**src/rtl/sprite_line_renderer.sv**
```systemverilog
// sprite_line_renderer: walks the tile map per scanline, fetches sprite rows from the sprite store,
// and maps each 2-bit pixel through an Avalon-writable palette bank to 12-bit RGB.
module sprite_line_renderer #(
  parameter int COLS   = 80,
  parameter int ROWS   = 30,
  parameter int MAP_AW = 12
) (
  input  logic              CLK_100,
  input  logic              RESET,
  input  logic              AVL_READ,
  input  logic              AVL_WRITE,
  input  logic              AVL_CS,
  input  logic [5:0]        AVL_ADDR,
  input  logic [31:0]       AVL_WRITEDATA,
  output logic [31:0]       AVL_READDATA,
  input  logic              LINE_START,
  input  logic [8:0]        LINE_Y,
  input  logic              PIX_EN,
  output logic [MAP_AW-1:0] MAP_ADDR,
  input  logic [15:0]       MAP_DATA,
  output logic [7:0]        get_index,
  output logic [3:0]        get_line,
  input  logic [15:0]       get_data,
  output logic [11:0]       RGB,
  output logic              PIX_VALID,
  output logic              UNDERRUN
);
  localparam int CW = $clog2(COLS + 1);
  localparam logic [CW-1:0] COLS_W = CW'(COLS);
  localparam logic [8:0] Y_MAX = 9'(ROWS * 16);
  localparam logic [2:0] S_IDLE  = 3'd0;
  localparam logic [2:0] S_MAP   = 3'd1;
  localparam logic [2:0] S_MWAIT = 3'd2;
  localparam logic [2:0] S_SPR   = 3'd3;
  localparam logic [2:0] S_SWAIT = 3'd4;

  logic [2:0]        state_q, state_d;
  logic [4:0]        row_q;
  logic [3:0]        srow_q;
  logic [CW-1:0]     col_q, cons_q;
  logic [2:0]        pcnt_q, fpal_q, npal_q, spal_q;
  logic [15:0]       nbuf_q, shift_q;
  logic              nvalid_q;
  logic [11:0]       pal_q [32];
  logic [11:0]       rgb_q;
  logic              pv_q, unr_q;
  logic [31:0]       rd_q;
  logic [MAP_AW-1:0] maddr_q;
  logic [7:0]        gidx_q;
  logic [3:0]        gline_q;
  logic              pix_on, first, load, start, unr_set, unr_clr, wr, rd, oob;
  logic [1:0]        bits;
  logic [2:0]        psel;
  logic              unused;

  assign unused = ^{MAP_DATA[15:11], AVL_WRITEDATA[31:12]};

  always_comb begin
    pix_on  = PIX_EN && !LINE_START;
    first   = pcnt_q == 3'd0;
    load    = pix_on && first && nvalid_q;
    bits    = first ? (nvalid_q ? nbuf_q[15:14] : 2'b00) : shift_q[15:14];
    psel    = first ? (nvalid_q ? npal_q : 3'd0) : spal_q;
    unr_set = pix_on && first && !nvalid_q && cons_q < COLS_W;
    // a cell consumed this cycle frees the buffer, so the next fetch may start at once
    start   = !LINE_START && state_q == S_IDLE && (!nvalid_q || load) && col_q < COLS_W;
    wr      = AVL_CS && AVL_WRITE;
    rd      = AVL_CS && AVL_READ;
    unr_clr = wr && AVL_ADDR == 6'd32 && AVL_WRITEDATA[0];
    oob     = LINE_Y >= Y_MAX;
    state_d = LINE_START ? S_IDLE :
              state_q == S_IDLE ? (start ? S_MAP : S_IDLE) :
              state_q == S_SWAIT ? S_IDLE : state_q + 3'd1;
  end

  always_ff @(posedge CLK_100 or posedge RESET) begin
    if (RESET) begin
      state_q  <= S_IDLE;
      row_q    <= '0;
      srow_q   <= '0;
      col_q    <= '0;
      cons_q   <= '0;
      pcnt_q   <= '0;
      fpal_q   <= '0;
      npal_q   <= '0;
      spal_q   <= '0;
      nbuf_q   <= '0;
      shift_q  <= '0;
      nvalid_q <= 1'b0;
      rgb_q    <= '0;
      pv_q     <= 1'b0;
      unr_q    <= 1'b0;
      rd_q     <= '0;
      maddr_q  <= '0;
      gidx_q   <= '0;
      gline_q  <= '0;
      for (int i = 0; i < 32; i++) pal_q[i] <= '0;
    end else begin
      state_q <= state_d;
      if (wr && !AVL_ADDR[5]) pal_q[AVL_ADDR[4:0]] <= AVL_WRITEDATA[11:0];
      if (rd) rd_q <= !AVL_ADDR[5] ? {20'd0, pal_q[AVL_ADDR[4:0]]} : {31'd0, AVL_ADDR == 6'd32 && unr_q};
      if (unr_clr) unr_q <= 1'b0;
      if (unr_set) unr_q <= 1'b1;
      if (start) maddr_q <= MAP_AW'(row_q * COLS + col_q);
      if (state_q == S_MWAIT) begin
        gidx_q  <= MAP_DATA[7:0];
        gline_q <= srow_q;
        fpal_q  <= MAP_DATA[10:8];
      end
      if (load) nvalid_q <= 1'b0;
      if (state_q == S_SWAIT) begin
        nbuf_q   <= get_data;
        npal_q   <= fpal_q;
        nvalid_q <= 1'b1;
        col_q    <= col_q + 1'b1;
      end
      pv_q <= pix_on;
      if (pix_on) begin
        rgb_q   <= pal_q[{psel, bits}];
        pcnt_q  <= pcnt_q + 3'd1;
        shift_q <= first ? (nvalid_q ? {nbuf_q[13:0], 2'b00} : 16'd0) : {shift_q[13:0], 2'b00};
        if (first) spal_q <= psel;
        if (pcnt_q == 3'd7 && cons_q < COLS_W) cons_q <= cons_q + 1'b1;
      end
      // out-of-range lines start already "complete": no fetches and no underrun
      if (LINE_START) begin
        row_q    <= LINE_Y[8:4];
        srow_q   <= LINE_Y[3:0];
        col_q    <= oob ? COLS_W : '0;
        cons_q   <= oob ? COLS_W : '0;
        pcnt_q   <= '0;
        nvalid_q <= 1'b0;
        shift_q  <= '0;
      end
    end
  end

  assign AVL_READDATA = rd_q;
  assign MAP_ADDR     = maddr_q;
  assign get_index    = gidx_q;
  assign get_line     = gline_q;
  assign RGB          = rgb_q;
  assign PIX_VALID    = pv_q;
  assign UNDERRUN     = unr_q;
endmodule
```
**config.mk**
```make
export PLATFORM = sky130hd
export DESIGN_NAME = sprite_line_renderer
export DESIGN_NICKNAME = d
export VERILOG_FILES = /design/src/rtl/sprite_line_renderer.sv
export SDC_FILE = /design/constraint.sdc
export NUM_CORES = 1
export LEC_CHECK = 0
export CAP_MARGIN = 20
export CORE_UTILIZATION = 45
export CTS_CLUSTER_SIZE = 25
export DETAILED_ROUTE_END_ITERATION = 12
export PLACE_DENSITY = 0.61
export SETUP_SLACK_MARGIN = 0.02
export SLEW_MARGIN = 20
export SYNTH_ARGS = -nofsm -noshare
export SYNTH_HDL_FRONTEND = slang
export SYNTH_SLANG_ARGS = --single-unit
```
**constraint.sdc**
```tcl
create_clock -name CLK_100 -period 27.4 [get_ports CLK_100]
set_input_delay 8.22 -clock CLK_100 [delete_from_list [all_inputs] [get_ports CLK_100]]
set_output_delay 8.22 -clock CLK_100 [all_outputs]
set_load 0.005 [all_outputs]
```
==> run metrics, run 1 <==
CP cell instances clkdlybuf4s50_1, buf_4, nand2b_2, or2_2, nand2_1, nand4_1, mux2_2; first-pass GRT wire length 120000 um; post-synth top area share 47.7%; Fmax 92.3 MHz; via/cell ratio 6.26; post-synthesis sequential element count 503; postcts setup bufs 0; Slew Limit Fails 0; Hold WC Path Type reg -> reg; Post-synth ARST share 100%; Worst Path Arrival 11.33 ns; CP bufs+invs 2; Crit Path Class in -> reg; Port Buffer Count 110; layout cell share with drive strength beyond 1 29.7%; Post-synth EDFFs 0; LEAKAGE 13.2 nW; vias 19025; Primary FF master, synth dfrtp_1; Finish-stage setup viols 0; startpoint types primary input; crit share post-route 39.5%; clock sinks 503; router iterations before antenna repair 8; area grow syn2layout 13.0%; Mapped Cells 2227; Peak VDD IR 0.0000600 V; Max clock buf depth 3; RSZ-0062 raised after global routing false; Die Wd 244 um; max incr delay on CP 0.62 ns; worst-margin pin slew 1.17 ns; Final Hold Fails 0; max_cap viols 0; detailed-route wire length 78300 um; Hold Buf Count CTS 0; initial DRC count 1846; Syn Area/Cell 11.9 sq um; CP endpoint kind flip-flop; Synth cell types 59; wire per inst 25.8 um; sequential share of the synthesized area 47.7%; die area 59600 sq um; Cell Area, Synth 26400 sq um; residual DRC count 0; H-tree depth 2; Std-Cell Core Area 57800 sq um; relative slew slack 21.6%; Worst Skew 0.0237 ns; setup TNS 0 ns; Slowest-stage cell, CP nand2b_2; initial antenna violation count 2; clock transition at the registers of the reported paths 0.06 ns; CTS tree yes; Syn. warnings 0; Pwr Density 67.6 nW/um^2; Yosys top cell by area dfrtp_1; Remaining Overflow, GRT 0; fin nets 2326; vias in the first global route 19314; Root Driver clkbuf_16; dpl hpwl 46700 um; critical path fanouts, max 37; Power Total 2.02 mW; Die Height 244 um; status completed; CP required 27.90 ns; Synth area leaders dfrtp_1 48%, mux2_2 17%, mux4_2 8.2%, nand2_1 4.1%, a2111oi_0 3.1%; Std-Cell Rows 88; routability cong. 0.831; Worst path top cell family by delay simple AND/OR/NAND/NOR gates; IO Count 156; Period minus WS final 10.83 ns; Initial Utilization 45.7%; GRT Total Usage 26.4%; largest net degree at the start of global routing 177; post_cts resized 0; cts bufs inserted 56; clk_lat worst skew 0.63 ns; Final ANT Viol Nets 0; fill count 4947
==> layout make-up <==
cell class	count	area [sq um]	area share (%)
Multi-Input combinational cell	1414	12600	42.1
Clock buffer	84	1700	5.69
Sequential cell	503	12600	42.2
Timing Repair Buffer	150	1390	4.66
Clock inverter	21	268	0.898
Inverter	96	368	1.23
Antenna cell	4	10.0	0.0336
Tap cell	765	957	3.21
==> synthesized netlist by cell type, drive strengths merged (8+ instances only) <==
| cell | instances |
|---|---|
| a32oi | 24 |
| a22oi | 46 |
| xnor2 | 9 |
| buf | 87 |
| a2111oi | 96 |
| dfrtp | 503 |
| a31oi | 25 |
| nand2 | 285 |
| o22ai | 12 |
| a211oi | 72 |
| a222oi | 12 |
| o21ai | 38 |
| xor2 | 8 |
| nor2 | 49 |
| a21oi | 13 |
| clkbuf | 146 |
| inv | 96 |
| nand4 | 13 |
| nand3 | 56 |
| mux2 | 392 |
| mux2i | 53 |
| mux4 | 96 |
| a22o | 14 |
| o41ai | 12 |
| ha | 17 |
==> per-layer routing <==
metal / share of wire [%] / vias up / global-route usage, % / routed length [um]
li1: - / 8231 / - / -
met1: 42 / 9789 / 35.6 / 32700
met2: 46 / 842 / 40.7 / 35700
met3: 8.5 / 161 / 6.27 / 6670
met4: 4.1 / 2 / 11.0 / 3200
met5: 0.011 / - / 0 / 9
==> flip-flops by register name, indices dropped and copies added (netlist names), 4 cells and up <==
register,cells
RGB,12
cons_q,7
AVL_READDATA,12
col_q,7
MAP_ADDR,12
nbuf_q,16
shift_q,14
row_q,5
get_line,4
get_index,8
srow_q,4
pal_q,384
==> path summary, 6_finish.rpt <==
path	slack, ns	from	endpoint	cells after the start
worst max-delay path	16.57	LINE_START	MAP_ADDR[5]$_DFFE_PP0P_	7
worst min-delay path	0.48	fpal_q[0]$_DFFE_PP0N_	npal_q[0]$_DFFE_PP0P_	2
worst max register to register	22.24	pcnt_q[0]$_DFFE_PP0P_	RGB[0]$_DFFE_PP0N_	9
worst min register to register	0.48	fpal_q[0]$_DFFE_PP0N_	npal_q[0]$_DFFE_PP0P_	2
max in group asynchronous	17.00	RESET	pal_q[315]$_DFFE_PP0P_	5
min in group asynchronous	8.21	RESET	pal_q[198]$_DFFE_PP0P_	2
==> where the power goes <==
| part | total, mW | switching [mW] | internal [mW] |
|---|---|---|---|
| clock | 0.803 | 0.320 | 0.483 |
| combinational | 0.323 | 0.161 | 0.162 |
| sequential | 0.890 | 0.0581 | 0.832 |
==> worst min-delay path, delay by kind of cell, from the launching register on <==
family,cells,cell delay (ns)
flops,1,0.34
simple gates,2,0.10
==> stage by stage <==
stage	setup slack, ns	hold slack (ns)	instance area [sq um]	std cells	utilization, %
finish	16.57	0.477	29800	3037	51.6
global route	16.30	0.504	29800	3033	51.6
CTS	16.53	0.474	29800	3032	51.6
detailed placement	15.87	0.459	27900	2927	48.2
global placement	15.89	0.455	27900	2927	48.2
floorplan	5.14	0.433	26500	2246	-
==> cell families after synthesis <==
kind of cell    synth area share, %
compound gates                 11.4
xor+xnor                      0.564
fa+ha+maj                     0.957
buf+inv                        5.44
flops                          47.7
mux                            26.9
other cells                  0.0142
simple gates                   7.07
==> layout by cell type, fill, tap and decap left out, drive strengths merged, types with 51 or more instances in the layout <==
master         instances
dfrtp                503
mux2                 392
nand2                285
clkdlybuf4s50         99
inv                   98
mux4                  96
a2111oi               96
clkbuf                84
a211oi                72
nand3                 56
mux2i                 53
buf                   51
Note: power is estimated with default switching activity, not from simulation.
==> inputs of run 2 (changes only) <==
clock period = 11.3 ns   (was 27.4 ns; I/O delays follow)
==> run metrics, run 2 (synthesis gave the netlist of run 1 again) <==
CP endpoint kind flip-flop; placed cell areas 27900 sq um; WHS 0.474 ns; Port Buffer Count 110; setup TNS 0 ns; Crit. Startpoint AVL_ADDR[0]; CP required 11.80 ns; fin nets 2323; hold wc startpoint fpal_q[2]$_DFFE_PP0N_; residual DRC count 0; max incr delay on CP 0.98 ns; leading cell types in the layout, fill and taps excluded 502 x dfrtp_1, 392 x mux2_2, 285 x nand2_1, 98 x clkdlybuf4s50_1, 96 x mux4_2; Biggest register pal_q; Slew Limit Fails 0; fill count 4976; first-pass GRT wire length 118000 um; commonest non-fill, non-tap cell in the layout dfrtp_1; Die Wd 244 um; router iterations before antenna repair 5; Std-Cell Rows 88; layout cell share with drive strength beyond 1 29.5%; routability cong. 0.844; IO Count 156; Hold WC Path Type reg -> reg; startpoint types primary input; Power Total 4.82 mW; H-tree depth 2; dpl hpwl 45900 um; CP cell instances buf_6, buf_4, nand3b_1, nor2_2, mux2_2; Hold Buf Count CTS 0; initial antenna violation count 4; worst-margin pin slew 1.13 ns; Finish-stage setup viols 0; Max clock buf depth 3; Final ANT Viol Nets 0; Pwr Density 162 nW/um^2; GRT Total Usage 25.9%; Period minus WS final 6.42 ns; crit share post-route 56.8%; critical path fanouts, max 57; relative slew slack 24.2%; Worst Skew 0.0143 ns; max FFs per register 384; Crit Path Class in -> reg; Std-Cell Core Area 57800 sq um; Peak VDD IR 0.000138 V; Remaining Overflow, GRT 0; Largest regs pal_q x384, nbuf_q x16, shift_q x14; Slowest-stage cell, CP nor2_2; cts bufs inserted 56; via/cell ratio 6.24; postcts setup bufs 0; clock sinks 503; FF-to-FF Start pcnt_q[0]$_DFFE_PP0P_; CTS tree yes; Final Hold Fails 0; max_cap viols 0; Initial Utilization 45.7%; detailed-route wire length 76900 um; Fmax 156 MHz; Worst Path Arrival 6.92 ns; largest net degree at the start of global routing 182; initial DRC count 1539; CP bufs+invs 2; post_cts resized 0; final instance area 29700 sq um; clock transition at the registers of the reported paths 0.06 ns; Worst path top cell family by delay buffers and inverters; vias in the first global route 19156; clk_lat worst skew 0.63 ns; status completed; RSZ-0062 raised after global routing false; wire per inst 25.4 um; die area 59600 sq um; LEAKAGE 13.2 nW; Die Height 244 um; area grow syn2layout 12.6%; vias 18913; Root Driver clkbuf_16
-- run 2: path summary, 6_finish.rpt --
check / slack, ns / to / depth (start not counted)
max: 4.88 / pal_q[265]$_DFFE_PP0P_ / 5
min: 0.47 / npal_q[2]$_DFFE_PP0P_ / 2
max reg2reg: 6.92 / RGB[4]$_DFFE_PP0N_ / 10
min reg2reg: 0.47 / npal_q[2]$_DFFE_PP0P_ / 2
max in group asynchronous: 6.26 / pal_q[127]$_DFFE_PP0P_ / 4
min in group asynchronous: 3.47 / MAP_ADDR[11]$_DFFE_PP0P_ / 3
-- run 2: worst reg2reg max path, delay by kind of cell (launching register included) --
family | cells | cell delay, ns
buffers and inverters | 3 | 1.32
AOI/OAI and AO/OA | 4 | 1.87
adders and majority gates | 1 | 0.22
DFF | 1 | 0.40
muxes | 1 | 0.21
and+or+nand+nor | 1 | 0.26
-- run 2: metrics by stage --
stage | cells | setup slack [ns] | util (%)
3_5_place_dp | 2925 | 4.18 | 48.2
5_1_grt | 3026 | 4.59 | 51.4
2_1_floorplan | 2246 | 1.08 | -
6_report | 3029 | 4.88 | 51.4
4_1_cts | 3026 | 4.84 | 51.5
3_3_place_gp | 2925 | 4.22 | 48.2
-- run 2: cell type report --
type	instances	area [sq um]	share of cell area, %
antenna	3	7.51	0.0253
clock buffer	77	1590	5.35
clock inverter	24	309	1.04
inverter	96	364	1.22
multi-input combinational	1414	12600	42.2
sequential	503	12600	42.3
tap	765	957	3.22
timing repair buffer	147	1360	4.56
-- run 2: report_power, final --
| group | switching [mW] | internal, mW | total (mW) |
|---|---|---|---|
| Clock | 0.772 | 1.12 | 1.89 |
| Sequential | 0.142 | 2.01 | 2.16 |
| Combinational | 0.382 | 0.386 | 0.768 |
| Total | 1.30 | 3.52 | 4.82 |
-- run 2: metal layers --
| metal | vias up | share of wire (%) | wire [um] | global-route usage [%] |
|---|---|---|---|---|
| li1 | 8189 | - | - | - |
| met1 | 9741 | 42 | 32200 | 35.5 |
| met2 | 819 | 46 | 35600 | 40.3 |
| met3 | 160 | 7.9 | 6070 | 4.88 |
| met4 | 4 | 3.9 | 2980 | 10.6 |
| met5 | - | 0.030 | 23 | 0 |
==> inputs of run 3 (changes only) <==
clock period = 6 ns   (was 11.3 ns; I/O delays follow)
==> run metrics, run 3 (synthesis gave the netlist of run 1 again) <==
LEAKAGE 13.3 nW; worst-margin pin slew 1.14 ns; Final ANT Viol Nets 0; Fmax 231 MHz; Biggest register pal_q; H-tree depth 2; via/cell ratio 6.23; critical path fanouts, max 14; Worst Skew 0.0135 ns; GRT Total Usage 26.4%; status completed; clk_lat worst skew 0.61 ns; vias in the first global route 19138; Hold Buf Count CTS 0; max_cap viols 0; commonest non-fill, non-tap cell in the layout dfrtp_1; Max clock buf depth 3; post_cts resized 0; Slew Limit Fails 0; combinational group share of total power 16.5%; layout cell share with drive strength beyond 1 30.0%; internal power 6.51 mW; Layout Utilization 51.8%; Initial Utilization 45.7%; clock sinks 503; largest net degree at the start of global routing 139; pre-CTS setup slack 1.15 ns; startpoint types primary input; die area 59600 sq um; Std-Cell Core Area 57800 sq um; vias 19031; relative slew slack 22.3%; CP endpoint kind flip-flop; cts bufs inserted 55; postcts setup bufs 0; Power Total 8.94 mW; residual DRC count 0; fin nets 2349; Port Buffer Count 110; Std-Cell Rows 88; CP required 6.49 ns; WL met3 6030 um; first-pass GRT wire length 120000 um; Die Wd 244 um; initial antenna violation count 4; Largest regs pal_q x384, nbuf_q x16, shift_q x14; Clock power frac 38.1%; CTS tree yes; Remaining Overflow, GRT 0; leading cell types in the layout, fill and taps excluded 502 x dfrtp_1, 392 x mux2_2, 285 x nand2_1, 98 x clkdlybuf4s50_1, 96 x mux4_2; Peak VDD IR 0.000237 V; Root Driver clkbuf_16; IO Count 156; RSZ-0062 raised after global routing false; Inst Count DP 2952; dpl hpwl 48500 um; router iterations before antenna repair 6; Period minus WS final 4.33 ns; M1 WL 33200 um; initial DRC count 1967; Final Hold Fails 0; Crit Path Class in -> reg; area grow syn2layout 13.3%; Sw Share 27.2%; Pwr Density 299 nW/um^2; detailed-route wire length 78400 um; Hold WC Path Type reg -> reg; Max Used Layer met5; Sequential Power Share 45.4%; wire per inst 25.7 um; clock transition at the registers of the reported paths 0.06 ns; max FFs per register 384; min setup slack post-route 1.67 ns; Finish-stage setup viols 0; Final Non-Filler Cells 3056; crit share post-route 72.1%; routability cong. 0.924; WHS 0.476 ns; P_sw 2.44 mW; Worst Path Arrival 4.82 ns; Die Height 244 um; routed length on met2 36300 um
run 3: changes by cell type in the layout (fill, tap and decap cells not counted), moves of 2 or more:
cell,previous run,this run
diode_2,3,1
nor2_2,5,1
bufinv_16,6,2
buf_12,2,10
buf_4,35,55
clkbuf_1,10,14
nor2_1,40,44
clkbuf_8,11,14
run 3: power groups by stage:
stage / Sequential (mW) / Combinational, mW / Clock (mW)
floorplan: 4.05 / 0.982 / 0
global route: 4.11 / 1.61 / 3.61
CTS: 4.06 / 1.49 / 3.47
finish: 4.06 / 1.47 / 3.41
global placement: 4.09 / 1.44 / 0
detailed placement: 4.11 / 1.48 / 0
run 3: final timing paths:
kind / from / endpoint / slack, ns / cells after the start
max in group asynchronous: RESET / AVL_READDATA[10]$_DFFE_PP0P_ / 2.97 / 3
setup / recovery: AVL_ADDR[4] / pal_q[184]$_DFFE_PP0P_ / 1.67 / 4
min in group asynchronous: RESET / pal_q[219]$_DFFE_PP0P_ / 1.77 / 2
hold / removal: nbuf_q[1]$_DFFE_PP0P_ / nbuf_q[1]$_DFFE_PP0P_ / 0.48 / 2
hold reg to reg: nbuf_q[1]$_DFFE_PP0P_ / nbuf_q[1]$_DFFE_PP0P_ / 0.48 / 2
setup reg to reg: pcnt_q[0]$_DFFE_PP0P_ / RGB[4]$_DFFE_PP0N_ / 1.84 / 8
run 3: layout make-up:
type / count / area [sq um]
clock inverter: 19 / 165
multi-input combinational: 1414 / 12500
antenna: 1 / 2.50
fill: 5020 / 27900
tap: 765 / 957
timing repair buffer: 174 / 1660
clock buffer: 84 / 1650
inverter: 96 / 364
sequential: 503 / 12600
run 3: layer usage:
layer  GRT usage, %  vias up
li1               -     8238
met1           36.6     9780
met2           40.8      850
met3           5.07      157
met4           10.4        6
met5              0        -
run 3: through the flow:
stage	instance area, sq um	setup TNS [ns]
after floorplan	26500	-1321.10
after global placement	28200	0
after detailed placement	28100	0
after CTS	30000	0
after global routing	29900	0
final	29900	0
run 3: critical path: stages:
cell,delay (ns)
clkdlybuf4s50_1,0.86
nor3b_2,0.86
nand2_1,0.78
mux2_2,0.51
